--- config.mk ---
export PLATFORM = sky130hd
export DESIGN_NAME = vga_timing_gen
export DESIGN_NICKNAME = d
export VERILOG_FILES = /design/src/rtl/vga_timing_gen.sv
export SDC_FILE = /design/constraint.sdc
export NUM_CORES = 1
export LEC_CHECK = 0
export CAP_MARGIN = 20
export CELL_PAD_IN_SITES_DETAIL_PLACEMENT = 1
export CELL_PAD_IN_SITES_GLOBAL_PLACEMENT = 1
export CORE_MARGIN = 3
export CORE_UTILIZATION = 34
export CTS_BUF_LIST = sky130_fd_sc_hd__clkbuf_16
export DETAILED_ROUTE_END_ITERATION = 6
export PLACE_DENSITY_LB_ADDON = 0.3
export SLEW_MARGIN = 20
export SYNTH_ARGS = -nofsm -noshare
export SYNTH_HDL_FRONTEND = slang
export SYNTH_SLANG_ARGS = --single-unit
--- constraint.sdc ---
create_clock -name clk -period 2.39 [get_ports clk]
set_clock_uncertainty 0.2 [all_clocks]
set_input_delay 0.478 -clock clk [delete_from_list [all_inputs] [get_ports clk]]
set_output_delay 0.478 -clock clk [all_outputs]
set_load 0.01 [all_outputs]
--- src/rtl/vga_timing_gen.sv ---
// Raster timing generator: pixel-rate divider, h/v counters, sync/blank decode and frame-buffer address.
// Optional completed-frame counter built when VGA_TIMING_FRAME_CNT_EN is defined; otherwise frame_count is 0.
module vga_timing_gen #(
  parameter int CLK_DIV  = 2,
  parameter int H_ACTIVE = 640,
  parameter int H_FP     = 16,
  parameter int H_SYNC   = 96,
  parameter int H_BP     = 48,
  parameter int V_ACTIVE = 480,
  parameter int V_FP     = 10,
  parameter int V_SYNC   = 2,
  parameter int V_BP     = 33,
  parameter int HS_POL   = 0,
  parameter int VS_POL   = 0,
  parameter int CNT_W    = 10,
  parameter int ADDR_W   = 19
) (
  input  logic              clk,
  input  logic              rst,
  input  logic              enable,
  output logic              pixel_clk,
  output logic              pixel_tick,
  output logic [CNT_W-1:0]  hcount,
  output logic [CNT_W-1:0]  vcount,
  output logic              hsync,
  output logic              vsync,
  output logic              active,
  output logic              line_end,
  output logic              frame_end,
  output logic [ADDR_W-1:0] addr,
  output logic [15:0]       frame_count
);

  localparam int H_TOTAL = H_ACTIVE + H_FP + H_SYNC + H_BP;
  localparam int V_TOTAL = V_ACTIVE + V_FP + V_SYNC + V_BP;
  localparam int DIV_W   = $clog2(CLK_DIV);

  localparam logic [DIV_W-1:0] DIV_LAST = DIV_W'(CLK_DIV - 1);
  localparam logic [DIV_W-1:0] DIV_HALF = DIV_W'(CLK_DIV / 2);

  localparam logic [CNT_W-1:0] H_LAST  = CNT_W'(H_TOTAL - 1);
  localparam logic [CNT_W-1:0] H_ACT   = CNT_W'(H_ACTIVE);
  localparam logic [CNT_W-1:0] H_SS    = CNT_W'(H_ACTIVE + H_FP);
  localparam logic [CNT_W-1:0] H_SE    = CNT_W'(H_ACTIVE + H_FP + H_SYNC);
  localparam logic [CNT_W-1:0] V_LAST  = CNT_W'(V_TOTAL - 1);
  localparam logic [CNT_W-1:0] V_ACT   = CNT_W'(V_ACTIVE);
  localparam logic [CNT_W-1:0] V_SS    = CNT_W'(V_ACTIVE + V_FP);
  localparam logic [CNT_W-1:0] V_SE    = CNT_W'(V_ACTIVE + V_FP + V_SYNC);

  localparam logic HS_ON = 1'(HS_POL);
  localparam logic VS_ON = 1'(VS_POL);

  logic [DIV_W-1:0] div;
  logic [DIV_W-1:0] div_next;

  always_comb begin
    div_next = (div == DIV_LAST) ? '0 : div + DIV_W'(1);
  end

  // Decode is purely combinational from the count registers so every marker is aligned with its count.
  always_comb begin
    pixel_tick = enable && (div == DIV_LAST);
    line_end   = (hcount == H_LAST);
    frame_end  = line_end && (vcount == V_LAST);
    active     = (hcount < H_ACT) && (vcount < V_ACT);
    hsync      = ((hcount >= H_SS) && (hcount < H_SE)) ? HS_ON : ~HS_ON;
    vsync      = ((vcount >= V_SS) && (vcount < V_SE)) ? VS_ON : ~VS_ON;
  end

  // pixel_clk is loaded from div_next so it always equals (div >= CLK_DIV/2) for the current div.
  always_ff @(posedge clk) begin
    if (rst) begin
      div       <= '0;
      pixel_clk <= 1'b0;
      hcount    <= '0;
      vcount    <= '0;
      addr      <= '0;
    end else if (enable) begin
      div       <= div_next;
      pixel_clk <= (div_next >= DIV_HALF);
      if (pixel_tick) begin
        if (frame_end)
          addr <= '0;
        else if (active)
          addr <= addr + ADDR_W'(1);
        if (line_end) begin
          hcount <= '0;
          vcount <= (vcount == V_LAST) ? '0 : vcount + CNT_W'(1);
        end else begin
          hcount <= hcount + CNT_W'(1);
        end
      end
    end
  end

`ifdef VGA_TIMING_FRAME_CNT_EN
  logic [15:0] frame_cnt;

  always_ff @(posedge clk) begin
    if (rst)
      frame_cnt <= '0;
    else if (pixel_tick && frame_end)
      frame_cnt <= frame_cnt + 16'd1;
  end

  assign frame_count = frame_cnt;
`else
  assign frame_count = 16'd0;
`endif

endmodule

Yosys cells after proc, flatten, opt, wreduce, memory -nomap -nowiden. Index checks and enable logic that the tools add are counted.

Logic and storage cells: 34. Output and inout port bits: 62. Input port bits: 3. Flip-flop bits (word level): 41.

Equality and inequality tests: 2. Reductions and logical operators: 9. Mux-type cells: 7. Order comparisons: 7. Add/sub/neg operators: 4.

Operators with widths (number): 19-bit 2-to-1 mux (2); 10-bit by 1-bit adder with 10-bit output, second input constant (2); 10-bit == test, second input constant (2); 10-bit < comparator, second input constant (2); 10-bit by 9-bit < comparator with 1-bit output, second input constant (2); 10-bit 2-to-1 mux (2); 19-bit by 1-bit adder with 19-bit output, second input constant (1); 10-bit greater-or-equal comparator, second input constant (1); 10-bit by 9-bit greater-or-equal comparator with 1-bit output, second input constant (1); 3-bit AND reduction (2); 1-bit logical AND (5); 1-bit 2-to-1 mux (3); 2-bit AND reduction (1); 2-bit nonzero test (1); 1-bit adder, second input constant (1); 1-bit greater-or-equal comparator, second input constant (1).

Longest topological paths before layout.
Depth in word-level cells: 4. Gate-level depth with buffers: 9. Gate-level depth less buffers: 8.

Worst setup path before layout. No wires, ideal clock.

Path kind: register -> register. Start point: register hcount[0]. End point: register addr[6]. Required time: 2115 ps. Setup time: 75 ps. Clock period less this slack: 2206 ps. Setup slack: 184 ps. Buffers on the path: 2. Cell stages (with the launch flop): 9. Arrival time: 1931 ps. Path through: dfxtp_1 > ha_1 > nor3b_2 > and4_1 > buf_4 > a21oi_2 > buf_6 > or4_1 > o22ai_1.

Longest elaborated chain between the ends: 4. Elaborated cells between the ends (all ways): 7. Those cells by class: order compare: 1; eq/ne: 1; mux: 1; reduce/logical: 4.

Ends and longest elaborated chain: start, declared (line 23) `output logic [CNT_W-1:0] hcount,`; start signal, assigned (line 90) `hcount <= hcount + CNT_W'(1);`; 10-bit < comparator or 10-bit == test (tied branches) (line 65, 63); 1-bit logical AND (on tied branches) (line 65, 64); 2-bit nonzero test (no source line); 3-bit AND reduction (no source line); end signal, assigned (line 85) `addr <= addr + ADDR_W'(1);`; end, declared (line 30) `output logic [ADDR_W-1:0] addr,`.

Several ways; a longest one is shown, not always the timed one. A chain may end at the register's enable or synchronous reset.

Worst setup path in the final report.
Start point: register hcount[5]. End point: output hsync.

Longest elaborated chain between the ends: 3. Elaborated cells between the ends (all ways): 4. Those cells by class: order compare: 2; mux: 1; reduce/logical: 1.

Ends and longest elaborated chain: 10-bit greater-or-equal comparator or 10-bit < comparator (tied branches) (line 66) `hsync = ((hcount >= H_SS) && (hcount < H_SE)) ? HS_ON : ~HS_ON;`; 1-bit logical AND * (line 66); 1-bit 2-to-1 mux * (line 66); end, declared (line 25) `output logic hsync,`.

Mark *: on every way between the ends. The rest lies on a longest branch, timed or not.

==> metrics.md <==
| Metric | Value |
|---|---|
| GP Congestion | `just over 0.8` |
| Filler cells | `700` |
| Setup bufs post-CTS | `0` |
| Number of global-route vias before repair | `approximately 2300` |
| Fin crit share | `roughly 97%` |
| PD cells | `498 nW/um^2` |
| Cell family with most CP delay | `buffers and inverters` |
| H-tree depth | `2` |
| CP max stage delay | `0.52 ns` |
| Largest net degree at the start of global routing | `19` |
| Vias | `2124` |
| Full die area | `7270 sq um` |
| Worst VDD drop | `0.307 mV` |
| Final setup fails | `0` |
| Pint | `0.00121 W` |
| Async set-reset flop share out of synthesis | `0%` |
| Seq pwr share | `between 40% and 50%` |
| Slowest-stage cell, CP | `clkdlybuf4s50_1` |
| Root buffer cell | `clkbuf_16` |
| Setup TNS | `0 ns` |
| Post-synth top cells | `dfxtp_1 (40), nor2_1 (29), nand2_1 (21), a21oi_1 (18), buf_4 (18)` |
| Row count | `28` |
| Worst flop-to-flop path startpoint | `vcount[0]` |
| Synth cell types | `43` |
| P_sw | `0.000341 W` |
| Core area | `5990 sq um` |
| Post-Synthesis Cells | `255` |
| Max Cap Viol | `0` |
| Total Power | `0.00155 W` |
| Worst hold path startpoint | `addr[11]` |
| Synth Flop Type | `dfxtp_1` |
| Initial Util | `about 36%` |
| Cell area after synthesis | `2140 sq um` |
| Achievable Freq | `432 MHz` |
| Worst Hold Depth | `2` |
| Sink Count | `40` |
| Sw frac | `22.0%` |
| Sequential cell area fraction in the yosys report | `37.5%` |
| Worst Hold End | `addr[11]` |
| Top-count cell post-synth | `dfxtp_1` |
| Net count, final | `about 350` |
| Dpl ws | `-0.152 ns` |
| EDFF count, synth | `0` |
| Avg WL per Cell | `15.5 um` |
| Worst-path fanout max | `7` |
| Share of cells above drive strength 1 | `19.4%` |
| Layout area overhead | `45.8%` |
| Design area | `approximately 3100 sq um` |
| Status | `complete, no violations` |
| Reg2reg path depth | `8` |
| Initial antenna violation count | `0` |
| Die W | `85.3 um` |
| CP arrival | `1.64 ns` |
| Drt total wl | `6440 um` |
| FF-to-FF setup slack | `0.24 ns` |
| CTS Buffer Depth | `2` |
| CP Launch Type | `flip-flop` |
| DR pass1 iterations | `4` |
| CP required | `1.71 ns` |
| Skew-Pair Late Insertion Delay | `between 0.2 and 0.3 ns` |
| R2r endpoint | `addr[18]` |
| Final WS setup | `between 0.07 and 0.08 ns` |
| Synth Register Bits | `40` |
| First-pass GRT wire length | `11400 um` |
| CP Class | `flip-flop to output port` |
| CP bufs+invs | `2` |
| Final critical-path required period | `between 2 and 2.5 ns` |
| Pleak | `between 1 and 1.5 nW` |
| DP Area | `2920 sq um` |
| Synth area leaders | `dfxtp_1 (37%), xor2_1 (6.6%), buf_4 (6.3%), nor2_1 (5.1%), a21oi_1 (4.2%)` |
| Residual DRC | `0` |
| CTS Buf Count | `5` |
| Detailed placement HPWL | `4710 um` |
| Yosys top cell by area | `dfxtp_1` |
| Clock power frac | `about half` |
| Comb pwr share | `under 10%` |
| Port buffer count | `48` |
| Antenna viol nets, final | `0` |
| Worst-path clk slew | `0.06 ns` |
| Setup crit end kind | `output port` |
| Total global routing track utilization | `19.3%` |
| Placed Cells | `408` |
| Die Y | `85.3 um` |
| Synthesis Warnings | `0` |
| Final Instance Count excl. Fillers | `416` |
| Min-delay worst type | `flip-flop to flip-flop` |
| Top-area cell type share of the netlist area | `a little under two fifths` |
| N_diodes | `0` |
| Max-slew violation count | `0` |
| Syn Area/Cell | `8.38 sq um` |
| Initial drt markers | `66` |
| CP Cell Sequence | `buf_4, nor3_2, nor3_1, nand2_1, clkdlybuf4s50_1` |
| Io pins | `between 60 and 70` |
| Via density | `around 5` |
| Overflow after GRT | `0` |
| TritonCTS clock tree | `built` |
| Final hold vios | `0` |
## routing by layer
metal  vias to the layer above  part of all wire [%]  GRT usage (%)
met4                         0                   1.2           6.04
li1                       1041                     -              -
met3                         9                   3.7           4.56
met2                        51                    51           32.5
met5                         -                     0              0
met1                      1023                    45           24.5
## stage by stage
| step | hold WS, ns | util [%] |
|---|---|---|
| 2_1_floorplan | 0.287 | - |
| 3_3_place_gp | 0.268 | 48.8 |
| 3_5_place_dp | 0.283 | 48.8 |
| 4_1_cts | 0.293 | 51.7 |
| 5_1_grt | 0.306 | 52.0 |
| 6_report | 0.294 | 52.0 |
## power by group through the flow
stage / sequential [W] / combinational (W) / clock [W]
CTS: 0.000677 / 0.000108 / 0.000788
finish: 0.000677 / 0.000109 / 0.000766
detailed placement: 0.000692 / 0.000108 / 0
global placement: 0.000691 / 0.000105 / 0
floorplan: 0.000696 / 0.0000696 / 0
global route: 0.000678 / 0.000118 / 0.000818
## flip-flops by register name (all words and copies together) (netlist names)
| name | cells |
|---|---|
| addr | 19 |
| vcount | 10 |
| pixel_clk | 1 |
| hcount | 10 |
## worst register-to-register path: stages (launching register included)
cell      delay [ns]
dfxtp_1         0.31
inv_1           0.05
ha_1            0.14
nand4b_1        0.08
and4bb_2        0.35
buf_4           0.17
a21oi_4         0.11
or4_1           0.52
a21oi_1         0.15
## cells in the final DEF (no fill, tap or decap), types with 4 or more instances in the layout
master,instances
ha_1,4
and3_1,9
conb_1,16
xor2_1,16
or4_1,5
nor2_1,29
a21oi_1,18
a211oi_1,6
clkbuf_16,5
clkdlybuf4s50_1,43
nand2_1,21
dfxtp_1,38
nand4_1,9
nand3b_1,4
nand3_1,10
xnor2_1,7
buf_4,38
nor4_1,4
inv_1,5
nor3_1,4
## logic make-up after synthesis
| logic type | synth area share (%) |
|---|---|
| simple gates | 29.7 |
| flops | 37.5 |
| compound gates | 10.9 |
| buf+inv | 9.31 |
| xor+xnor | 9.43 |
| fa+ha+maj | 2.93 |
| other cells | 0.175 |
## final cells by class
class / count / area [sq um] / share of cell area [%]
Clock buffer: 5 / 125 / 4.02
Clock inverter: 3 / 42.5 / 1.37
Inverter: 7 / 27.5 / 0.884
Multi-Input combinational cell: 198 / 1230 / 39.5
Sequential cell: 40 / 803 / 25.8
Tap cell: 75 / 93.8 / 3.01
Timing Repair Buffer: 88 / 793 / 25.5
## repair_timing
action / CTS / global route
setup endpoints to repair: 5 / 12
endpoints found under the hold margin: 0 / 0
resized for setup: 8 / 11
hold buffers: 0 / 0
## worst max-delay path by stage
stage / endpoint / start / slack, ns / cells past startpoint
4_1_cts: vsync / vcount[6] / 0.01 / 4
2_1_floorplan: addr[6] / hcount[0] / 0.18 / 8
3_5_place_dp: addr[3] / enable / -0.15 / 8
5_1_grt: hsync / hcount[5] / -0.006 / 5
3_3_place_gp: addr[3] / enable / -0.09 / 8
6_report: hsync / hcount[5] / 0.07 / 5
(Power assumes the default switching activity.)
